**src/rtl/ddr_arb_pkg.sv**
```systemverilog
// Shared types and default widths for the DDR channel arbiter.
package ddr_arb_pkg;

    localparam int DEF_INDEX_W = 19;
    localparam int DEF_DATA_W  = 64;
    localparam int DEF_LINE_W  = 512;

    typedef enum logic [1:0] {
        IDLE  = 2'd0,
        ISSUE = 2'd1,
        WAIT  = 2'd2,
        RESP  = 2'd3
    } arb_state_t;

    typedef enum logic [1:0] {
        CH_PC = 2'd0,
        CH_LD = 2'd1,
        CH_ST = 2'd2
    } ch_t;

endpackage

```
**src/rtl/ddr_arb_picker.sv**
```systemverilog
// Three-way grant select over st/ld/pc. Fixed priority st > ld > pc by default;
// round-robin with a last-granted pointer when DDR_ARB_ROUND_ROBIN_EN is defined.
module ddr_arb_picker
    import ddr_arb_pkg::*;
(
`ifdef DDR_ARB_ROUND_ROBIN_EN
    input  logic clock,
    input  logic reset_n,
    input  logic advance,
`endif
    input  logic st_req,
    input  logic ld_req,
    input  logic pc_req,
    output logic any_req,
    output ch_t  grant
);

`ifdef DDR_ARB_ROUND_ROBIN_EN
    ch_t last_q;

    // Reset value "pc last" makes st the highest priority after reset.
    always_ff @(posedge clock or negedge reset_n) begin
        if (!reset_n) begin
            last_q <= CH_PC;
        end else if (advance) begin
            last_q <= grant;
        end
    end

    always_comb begin
        grant = CH_PC;
        case (last_q)
            CH_ST: begin
                if (ld_req)      grant = CH_LD;
                else if (pc_req) grant = CH_PC;
                else if (st_req) grant = CH_ST;
            end
            CH_LD: begin
                if (pc_req)      grant = CH_PC;
                else if (st_req) grant = CH_ST;
                else if (ld_req) grant = CH_LD;
            end
            default: begin
                if (st_req)      grant = CH_ST;
                else if (ld_req) grant = CH_LD;
                else if (pc_req) grant = CH_PC;
            end
        endcase
    end
`else
    always_comb begin
        grant = CH_PC;
        if (st_req)      grant = CH_ST;
        else if (ld_req) grant = CH_LD;
    end
`endif

    assign any_req = st_req | ld_req | pc_req;

endmodule

```
**src/rtl/ddr_channel_arbiter.sv**
```systemverilog
// Arbitrates instruction-burst, load and store channels onto one DDR port.
// Optional round-robin arbitration via DDR_ARB_ROUND_ROBIN_EN.
//
// state | meaning
// IDLE  | waiting for a request while DDR is ready; grant registered on exit
// ISSUE | chip_enable pulse with registered payload
// WAIT  | payload held until ddr_operation_done; read data captured on exit
// RESP  | done pulse of the granted channel (pc suppressed if flushed)
module ddr_channel_arbiter
    import ddr_arb_pkg::*;
#(
    parameter int INDEX_W = DEF_INDEX_W,
    parameter int DATA_W  = DEF_DATA_W,
    parameter int LINE_W  = DEF_LINE_W
) (
    input  logic               clock,
    input  logic               reset_n,

    input  logic               pc_req,
    input  logic [INDEX_W-1:0] pc_index,
    input  logic               pc_flush,
    output logic               pc_done,
    output logic [LINE_W-1:0]  pc_line,

    input  logic               ld_req,
    input  logic [INDEX_W-1:0] ld_index,
    output logic               ld_done,
    output logic [DATA_W-1:0]  ld_data,

    input  logic               st_req,
    input  logic [INDEX_W-1:0] st_index,
    input  logic [DATA_W-1:0]  st_mask,
    input  logic [DATA_W-1:0]  st_data,
    output logic               st_done,

    output logic               ddr_chip_enable,
    output logic [INDEX_W-1:0] ddr_index,
    output logic               ddr_write_enable,
    output logic               ddr_burst_mode,
    output logic [DATA_W-1:0]  ddr_opstore_write_mask,
    output logic [DATA_W-1:0]  ddr_opstore_write_data,
    input  logic [DATA_W-1:0]  ddr_opload_read_data,
    input  logic [LINE_W-1:0]  ddr_pc_read_inst,
    input  logic               ddr_operation_done,
    input  logic               ddr_ready
);

    arb_state_t         state_q, state_d;
    ch_t                grant_q;
    ch_t                pick;
    logic               any_req;
    logic               take;
    logic [INDEX_W-1:0] index_q;
    logic [DATA_W-1:0]  mask_q, data_q;
    logic               we_q, burst_q, flush_q;
    logic [DATA_W-1:0]  ld_data_q;
    logic [LINE_W-1:0]  pc_line_q;

    assign take = (state_q == IDLE) && any_req && ddr_ready;

    ddr_arb_picker u_picker (
`ifdef DDR_ARB_ROUND_ROBIN_EN
        .clock   (clock),
        .reset_n (reset_n),
        .advance (take),
`endif
        .st_req  (st_req),
        .ld_req  (ld_req),
        .pc_req  (pc_req),
        .any_req (any_req),
        .grant   (pick)
    );

    always_ff @(posedge clock or negedge reset_n) begin
        if (!reset_n) state_q <= IDLE;
        else          state_q <= state_d;
    end

    always_comb begin
        state_d = state_q;
        case (state_q)
            IDLE:    if (take) state_d = ISSUE;
            ISSUE:   state_d = WAIT;
            WAIT:    if (ddr_operation_done) state_d = RESP;
            RESP:    state_d = IDLE;
            default: state_d = IDLE;
        endcase
    end

    always_comb begin
        ddr_chip_enable = 1'b0;
        st_done         = 1'b0;
        ld_done         = 1'b0;
        pc_done         = 1'b0;
        case (state_q)
            ISSUE: ddr_chip_enable = 1'b1;
            RESP: begin
                st_done = (grant_q == CH_ST);
                ld_done = (grant_q == CH_LD);
                pc_done = (grant_q == CH_PC) && !flush_q;
            end
            default: ;
        endcase
    end

    // Payload is held from the grant edge until the next grant, which keeps
    // the DDR side stable across ISSUE and WAIT.
    always_ff @(posedge clock or negedge reset_n) begin
        if (!reset_n) begin
            grant_q <= CH_PC;
            index_q <= '0;
            mask_q  <= '0;
            data_q  <= '0;
            we_q    <= 1'b0;
            burst_q <= 1'b0;
            flush_q <= 1'b0;
        end else if (take) begin
            grant_q <= pick;
            we_q    <= (pick == CH_ST);
            burst_q <= (pick == CH_PC);
            flush_q <= 1'b0;
            case (pick)
                CH_ST: begin
                    index_q <= st_index;
                    mask_q  <= st_mask;
                    data_q  <= st_data;
                end
                CH_LD: begin
                    index_q <= ld_index;
                    mask_q  <= '0;
                    data_q  <= '0;
                end
                default: begin
                    index_q <= pc_index;
                    mask_q  <= '0;
                    data_q  <= '0;
                end
            endcase
        end else if ((state_q == ISSUE || state_q == WAIT) && grant_q == CH_PC && pc_flush) begin
            flush_q <= 1'b1;
        end
    end

    always_ff @(posedge clock or negedge reset_n) begin
        if (!reset_n) begin
            ld_data_q <= '0;
            pc_line_q <= '0;
        end else if (state_q == WAIT && ddr_operation_done) begin
            if (grant_q == CH_LD) ld_data_q <= ddr_opload_read_data;
            if (grant_q == CH_PC) pc_line_q <= ddr_pc_read_inst;
        end
    end

    assign ddr_index              = index_q;
    assign ddr_write_enable       = we_q;
    assign ddr_burst_mode         = burst_q;
    assign ddr_opstore_write_mask = mask_q;
    assign ddr_opstore_write_data = data_q;
    assign ld_data                = ld_data_q;
    assign pc_line                = pc_line_q;

endmodule

```
**config.mk**
```make
export PLATFORM = sky130hd
export DESIGN_NAME = ddr_channel_arbiter
export DESIGN_NICKNAME = d
export VERILOG_FILES = /design/src/rtl/ddr_arb_pkg.sv /design/src/rtl/ddr_arb_picker.sv /design/src/rtl/ddr_channel_arbiter.sv
export SDC_FILE = /design/constraint.sdc
export NUM_CORES = 1
export LEC_CHECK = 0
export CORE_AREA = 2 2 575 577
export CTS_BUF_LIST = sky130_fd_sc_hd__clkbuf_8 sky130_fd_sc_hd__clkbuf_16
export DETAILED_ROUTE_END_ITERATION = 7
export DIE_AREA = 0 0 577 579
export GPL_ROUTABILITY_DRIVEN = 0
export PLACE_DENSITY_LB_ADDON = 0.08
export SYNTH_ARGS = -nofsm -noshare
export SYNTH_HDL_FRONTEND = slang
export SYNTH_SLANG_ARGS = --single-unit
```
**constraint.sdc**
```tcl
create_clock -name clock -period 3.4 [get_ports clock]
set_clock_uncertainty 0.1 [all_clocks]
set_input_delay 1.02 -clock clock [delete_from_list [all_inputs] [get_ports clock]]
set_output_delay 1.02 -clock clock [all_outputs]
set_load 0.005 [all_outputs]
```
-- After elaboration in Yosys (flattened, before gate mapping)
Cells that the tools add are included.
- register bits after elaboration: 730
- bits in latches: 0
- bits in writable memories: 0
- ROM bits: 0
- input bits: 769
- memories: 0
- add/sub/neg operators: 0
- multiply operators: 0
- div/mod/pow operators: 0
- $lt $le $gt $ge: 0
- equality and inequality tests: 9
- shift-type cells: 0
- multiplexer cells: 14
- bitwise operators: 2
- reductions and logical operators: 15
- operators by type and width (kind ; number):
    64-bit two-way mux ; 2
    19-bit one-hot mux with 2 select lines ; 1
    2-bit == test, second input constant ; 4
    2-bit one-hot mux with 4 select lines ; 1
    1-bit two-way mux ; 7
    2-bit by 1-bit == test with 1-bit output, second input constant ; 3
    1-bit logical AND ; 6
    2-bit logical NOT ; 3
    2-bit two-way mux ; 3
    2-bit AND reduction ; 3
    2-bit inequality test, second input constant ; 2
    1-bit bitwise OR ; 2
    2-bit nonzero test ; 1
    1-bit logical NOT ; 1
    1-bit logical OR ; 1

-- Depth between registers and ports, before layout
Gate-level depths: netlist of run 1.
- depth in word-level cells: 6
- gate-level depth with buffers: 8
- depth with buffers taken out: 5

-- Modules after synthesis
Synthesis of run 1 repeated with hierarchy kept, for this count alone.
- cells, all modules: 1919
- area total of the unflattened synthesis: 30265.3 um^2
- by module, submodules not included (module ; times used ; cells each ; area each (um^2)):
    ddr_channel_arbiter ; 1 ; 1916 ; 30245.3
    ddr_arb_picker ; 1 ; 3 ; 20.0

-- Worst setup path after synthesis of run 1
No wires, ideal clock.
- path kind: input to register
- start point: in st_req
- end point: reg index_q[10] (netlist: ddr_index[10])
- arrival time: 2243 ps
- required time: 3175 ps
- slack: 932 ps
- cell stages on the path: 5
- path buffers: 3
- cell sequence: buf_2 -> o311ai_4 -> buf_4 -> buf_4 -> mux2_2
- longest elaborated chain between the ends: 4
- elaborated cells between the ends (all ways): 8
- classes of those cells: 2 x eq/ne; 2 x mux; 2 x bitwise; 2 x reduce/logical
- ends and longest elaborated chain (what ; RTL line ; RTL):
    from (decl) ; ddr_channel_arbiter.sv:30 ; input logic st_req,
    parallel branches: the longest is 4 deep, another holds 19-bit one-hot mux with 2 select lines ; n/a ;
    to (signal assigned) ; ddr_channel_arbiter.sv:124 ; index_q <= st_index;
    to (signal assigned) ; ddr_channel_arbiter.sv:129 ; index_q <= ld_index;
    to (signal assigned) ; ddr_channel_arbiter.sv:134 ; index_q <= pc_index;
    to (decl) ; ddr_channel_arbiter.sv:53 ; logic [INDEX_W-1:0] index_q;
Parallel ways; which one is timed is not known.
A chain may end at the register's enable or synchronous reset.

-- Worst setup path in the final report of run 1
- start point: reg state_q[0]
- end point: out pc_done
- longest elaborated chain between the ends: 2
- ends and longest elaborated chain (what ; RTL line ; RTL):
    from (decl) ; ddr_channel_arbiter.sv:48 ; arb_state_t state_q, state_d;
    from (signal assigned) ; ddr_channel_arbiter.sv:76 ; else state_q <= state_d;
    2-bit == test ; ddr_channel_arbiter.sv:95 ; case (state_q)
    1-bit two-way mux ; ddr_channel_arbiter.sv:95 ;
    to (decl) ; ddr_channel_arbiter.sv:22 ; output logic pc_done,
Every way passes these cells.

==> reports/summary.txt, run 1 <==
first-pass GRT wire length -> 245,000 microns
Yosys cell types -> 26
setup ws final -> 0.190 ns
Die Width -> 577 microns
Routed wire per std cell -> 23.8 microns
CP Launch Type -> register
Post-Place Cells -> 7,750
fmax -> 0.311 GHz
area share of the leading cell type in the synthesized netlist -> 65.6%
Residual DRC -> 0
Reg2Reg Launch Point -> state_q[0]
Setup Buffers After CTS -> 0
Lkg Pwr -> 20.8 nW
Switching Share -> 32.5%
synth warn -> 0
async set-or-reset flop fraction in the synthesized netlist -> 100%
Tot GR Track Use -> 10.9%
Slew HR -> 55.4%
grt total ovfl -> 0
final wirelength -> 189,000 microns
Hold Path Class -> register to register
Internal -> 30.7 mW
Max Cap Violations -> 0
min-delay src -> ddr_write_enable
Vias -> 22,100
drt pass-1 iters -> 4
switching power -> 14.7 mW
pre-CTS setup slack -> 0.124 ns
PD cells -> 867 mW/mm^2
leading area contributor after synthesis -> dfrtp_1
Max Transition Viols Final -> 0
PortBufs -> 1,497
Crit path largest cell delay -> 0.40 ns
Top FF cell, synth -> dfrtp_1
CTS Buf Count -> 113
routed vias/inst -> 2.77
Worst VDD drop -> 0.000337 V
synthesized cell area -> 0.0278 sq mm
commonest cells after routing, fill and taps aside -> 1,490 x clkdlybuf4s50_1, 730 x dfrtp_1, 410 x mux2_1, 283 x nand2_1, 186 x mux2_2
Tightest Pin Transition -> 0.669 ns
Worst Hold End -> ddr_write_enable
#FFs+latches synth -> 730
Post-synth EDFFs -> 0
power share of the combinational group -> 40.7%
top cells by area, synth -> dfrtp_1 66%, mux2_1 17%, mux2_2 7.5%
Setup CP Type -> register to output port
Final setup viols -> 0
min Tclk post-route -> 3.21 ns
CTS tree -> done
Worst Hold Depth -> 2
synth-to-layout area growth -> 88.0%
Reg power frac -> 34.0%
most common cell after layout, fill and taps aside -> clkdlybuf4s50_1
CP arrival -> 2.09 ns
die height -> 579 microns
synthesized area per cell -> 14.5 sq um
share of cells above drive strength 1 -> 12.4%
Die ar. -> 0.334 sq mm
clock buffer depth -> 4
CP max-delay cell -> dfrtp_1
placeable core area -> 0.329 sq mm
Iteration-0 DRC Markers -> 573
Reg2Reg Capture Point -> pc_line[372]
worst skew pair latency -> 0.83 ns
sequential fraction of the synthesis area -> 65.6%
H-tree levels -> 3
Initial Util -> 8.47%
vias in the first global route -> 24,200
status -> complete, no violations
syn_nets -> 2,689
pin count of the biggest net entering global routing -> 95
clk root buf -> clkbuf_16
clk sinks -> 730
clock-pin slew on the worst setup and hold paths -> 0.06 ns
final net count -> 4,273
setup tns final -> 0 ns
Max Fanout on Critical Path -> 4
Reg2Reg Depth -> 7
total power -> 45.4 mW
# IOs -> 1,498
HPWL Detailed -> 154,000 microns
R2R Setup Slk -> 0.86 ns
RSZ-0062 raised after global routing -> false
initial antenna violation count -> 115
Post-Synthesis Cells -> 1,916
critical path, cell by cell -> ha_1 > nor4b_1 > clkdlybuf4s15_2
CP Capture Type -> output port
Filler cells -> 36,500
# rows -> 211
final hold viol count -> 0
Final period util -> 94.4%
Non-Filler Instances -> 7,977
Post-DP Area -> 0.0487 sq mm
final instance area -> 0.0524 sq mm
CP required -> 2.28 ns
antenna-violating nets left -> 0
Clk pwr share -> 25.2%
flip-flops by register name, summed over array words and instances (netlist names):
signal	count
ddr_burst_mode	1
flush_q	1
grant_q	2
ddr_opstore_write_mask	64
ddr_index	19
state_q	2
ld_data	64
ddr_opstore_write_data	64
ddr_write_enable	1
pc_line	512
synthesized netlist by cell type, types with 2 or more instances:
master    number
and3b_1        2
buf_1          2
buf_2         34
buf_4         50
clkbuf_1      30
dfrtp_1      730
ha_1           4
inv_1          3
mux2_1       410
mux2_2       186
mux2i_1       19
nand2_1      283
nor2_1         2
o21ai_0      148
o22a_1         2
power by group through the flow:
stage	sequential, mW	clock, mW	combinational (mW)
floorplan	15.5	0	4.47
global placement	15.6	0	19.3
detailed placement	15.6	0	19.2
CTS	15.6	12.2	19.3
global route	16.1	12.4	20.0
finish	15.4	11.5	18.5
area by class of cell:
type | count | area (sq um) | share of cell area, %
clock buffer | 144 | 3250 | 6.22
antenna | 34 | 85.1 | 0.162
multi-input combinational | 1067 | 8900 | 17.0
sequential | 730 | 18300 | 34.9
inverter | 3 | 11.3 | 0.0215
tap | 4366 | 5460 | 10.4
timing repair buffer | 1585 | 16100 | 30.7
clock inverter | 48 | 283 | 0.540
logic make-up (layout without fill, tap and decap cells):
family | count (synthesis) | in the layout | share of synthesized area (%)
DFF | 730 | 730 | 65.6
muxes | 615 | 615 | 24.8
and+or+nand+nor | 293 | 293 | 4.08
AOI/OAI and AO/OA | 155 | 155 | 2.92
adders and majority gates | 4 | 4 | 0.180
buffers and inverters | 119 | 1780 | 2.43
other | 0 | 34 | 0
stage by stage:
stage	utilization (%)	hold slack (ns)
2_1_floorplan	-	0.365
3_3_place_gp	14.8	0.363
3_5_place_dp	14.8	0.371
4_1_cts	15.9	0.323
5_1_grt	15.9	0.375
6_report	15.9	0.376
worst max-delay path by stage:
stage | cells past startpoint | startpoint | end | slack, ns
4_1_cts | 3 | state_q[0] | ld_done | 0.0002
6_report | 3 | state_q[0] | pc_done | 0.19
3_3_place_gp | 6 | ddr_operation_done | pc_line[392] | 0.15
3_5_place_dp | 6 | ddr_operation_done | pc_line[372] | 0.12
5_1_grt | 3 | state_q[0] | pc_done | 0.03
2_1_floorplan | 5 | st_req | ddr_index[10] | 0.93
worst max-delay path: cells and delay by family, from the launching register on:
family	cells	cell delay (ns)
adder cells (fa/ha/maj)	1	0.22
buffers and inverters	1	0.40
flip-flops	1	0.40
AND/OR/NAND/NOR	1	0.24
what timing repair did:
item / 4_1_cts / 5_1_grt
resized for setup: 7 / 0
endpoints found under the hold margin: 12 / 0
hold buffers: 1 / 0
setup endpoints to repair: 4 / 0
metal layers:
| layer | up-vias | part of all wire, % | routed length [microns] | global-route usage [%] |
|---|---|---|---|---|
| met5 | - | 0.19 | 366 | 0 |
| met4 | 58 | 2.5 | 4760 | 2.93 |
| met3 | 299 | 13 | 23800 | 6.42 |
| met2 | 1102 | 48 | 90300 | 18.4 |
| met1 | 10800 | 37 | 70200 | 11.6 |
| li1 | 9847 | - | - | - |
Power figures use the tool's default switching activity.
==> run 2: changes to the inputs <==
--- a/config.mk
+++ b/config.mk
@@ -10,7 +10,8 @@
 export DETAILED_ROUTE_END_ITERATION = 7
 export DIE_AREA = 0 0 577 579
 export GPL_ROUTABILITY_DRIVEN = 0
-export PLACE_DENSITY_LB_ADDON = 0.08
+export PLACE_DENSITY = 0.3
+export SLEW_MARGIN = 20
 export SYNTH_ARGS = -nofsm -noshare
 export SYNTH_HDL_FRONTEND = slang
 export SYNTH_SLANG_ARGS = --single-unit
==> reports/summary.txt, run 2 (synthesis results as in run 1) <==
pin count of the biggest net entering global routing -> 70
H-tree levels -> 3
final wirelength -> 225,000 microns
max reg flops -> 512
Final setup viols -> 0
Initial Util -> 8.47%
Reg2Reg Launch Point -> state_q[0]
status -> complete, no violations
Routed wire per std cell -> 28.4 microns
Setup crit end -> pc_line[305]
first-pass GRT wire length -> 281,000 microns
clk sinks -> 730
die height -> 579 microns
CP max-delay cell -> clkdlybuf4s50_1
Vias -> 22,800
Crit path buffers/inverters -> 1
routed vias/inst -> 2.87
placeable core area -> 0.329 sq mm
CTS tree -> done
R2R Setup Slk -> 0.99 ns
Top delay family on crit path -> buffers and inverters
CP required -> 2.28 ns
critical path, cell by cell -> clkdlybuf4s50_1
fmax -> 0.310 GHz
grt total ovfl -> 0
Slew HR -> 45.4%
Reg2Reg Depth -> 7
Tot GR Track Use -> 13.0%
Die Width -> 577 microns
PD cells -> 916 mW/mm^2
synth-to-layout area growth -> 87.5%
antenna-violating nets left -> 0
critical path depth in cells -> 1
Setup Buffers After CTS -> 0
Hold Path Class -> register to register
Post-Place Cells -> 7,730
Max Cap Violations -> 0
final net count -> 4,248
CP Launch Type -> register
commonest cells after routing, fill and taps aside -> 1,487 x clkdlybuf4s50_1, 730 x dfrtp_1, 410 x mux2_1, 283 x nand2_1, 186 x mux2_2
clock-pin slew on the worst setup and hold paths -> 0.06 ns
Crit path largest cell delay -> 0.89 ns
Die ar. -> 0.334 sq mm
Iteration-0 DRC Markers -> 785
# IOs -> 1,498
HPWL Detailed -> 193,000 microns
Final period util -> 94.9%
clock buffer depth -> 4
CP Capture Type -> output port
CP arrival -> 2.11 ns
initial antenna violation count -> 129
Reg2Reg Capture Point -> pc_line[69]
Lkg Pwr -> 20.6 nW
most common cell after layout, fill and taps aside -> clkdlybuf4s50_1
Tightest Pin Transition -> 0.819 ns
worst skew pair latency -> 0.85 ns
PortBufs -> 1,497
Filler cells -> 36,500
setup tns final -> 0 ns
Max Transition Viols Final -> 0
drt pass-1 iters -> 4
Worst VDD drop -> 0.000395 V
vias in the first global route -> 24,300
RSZ-0062 raised after global routing -> false
clk root buf -> clkbuf_16
Max Fanout on Critical Path -> 2
Setup CP Type -> register to output port
CTS Buf Count -> 108
Non-Filler Instances -> 7,948
# rows -> 211
final hold viol count -> 0
share of cells above drive strength 1 -> 12.2%
Worst Setup SP -> pc_line[305]
Residual DRC -> 0
min Tclk post-route -> 3.23 ns
## run 2: how the worst min path moves through the flow
stage                                          start                         end  slack, ns  depth (start not counted)
after floorplan                              flush_q                     flush_q       0.37                          1
after global placement    ddr_opstore_write_data[58]  ddr_opstore_write_data[58]       0.36                          2
after detailed placement  ddr_opstore_write_mask[43]  ddr_opstore_write_mask[43]       0.37                          2
after CTS                 ddr_opstore_write_mask[43]  ddr_opstore_write_mask[43]       0.38                          2
after global routing                    pc_line[165]                pc_line[165]       0.39                          1
final                     ddr_opstore_write_mask[43]  ddr_opstore_write_mask[43]       0.37                          2
## run 2: per-stage QoR
stage | instance area (sq um) | utilization, % | setup WS (ns) | power [mW] | hold slack, ns
global route | 52100 | 15.9 | 0.0309 | 50.9 | 0.394
finish | 52200 | 15.9 | 0.174 | 47.8 | 0.374
detailed placement | 48500 | 14.8 | 0.154 | 37.1 | 0.368
global placement | 48500 | 14.8 | 0.134 | 37.2 | 0.365
CTS | 52100 | 15.9 | 0.0124 | 49.5 | 0.381
floorplan | 27800 | - | 0.932 | 20.0 | 0.365
## run 2: timing repair
action,in CTS,in global routing
endpoints found under the setup margin,4,0
hold buffers,1,0
hold endpoints to repair,3,0
gates resized for setup,11,0
## run 2: routing by layer
layer  vias up  share of wire [%]  global-route usage [%]
met5         -               0.13                       0
met4        46                2.2                    2.40
met3       319                 12                    6.75
met2      1228                 47                    21.8
met1     11400                 39                    14.7
li1       9806                  -                       -
## run 2: cell type report
cell class | count | area [sq um] | share of cell area (%)
sequential | 730 | 18300 | 35.0
antenna | 23 | 57.6 | 0.110
inverter | 3 | 11.3 | 0.0216
timing repair buffer | 1565 | 15900 | 30.4
clock inverter | 57 | 507 | 0.971
clock buffer | 137 | 3110 | 5.96
tap | 4366 | 5460 | 10.5
multi-input combinational | 1067 | 8910 | 17.1
## run 2: report_power, final
part / switching (mW) / leakage [nW] / total (mW) / internal, mW
clock network: 4.71 / 1.86 / 11.7 / 6.94
logic: 9.40 / 9.79 / 20.2 / 10.8
registers: 2.91 / 8.97 / 15.9 / 13.0
total: 17.0 / 20.6 / 47.8 / 30.8
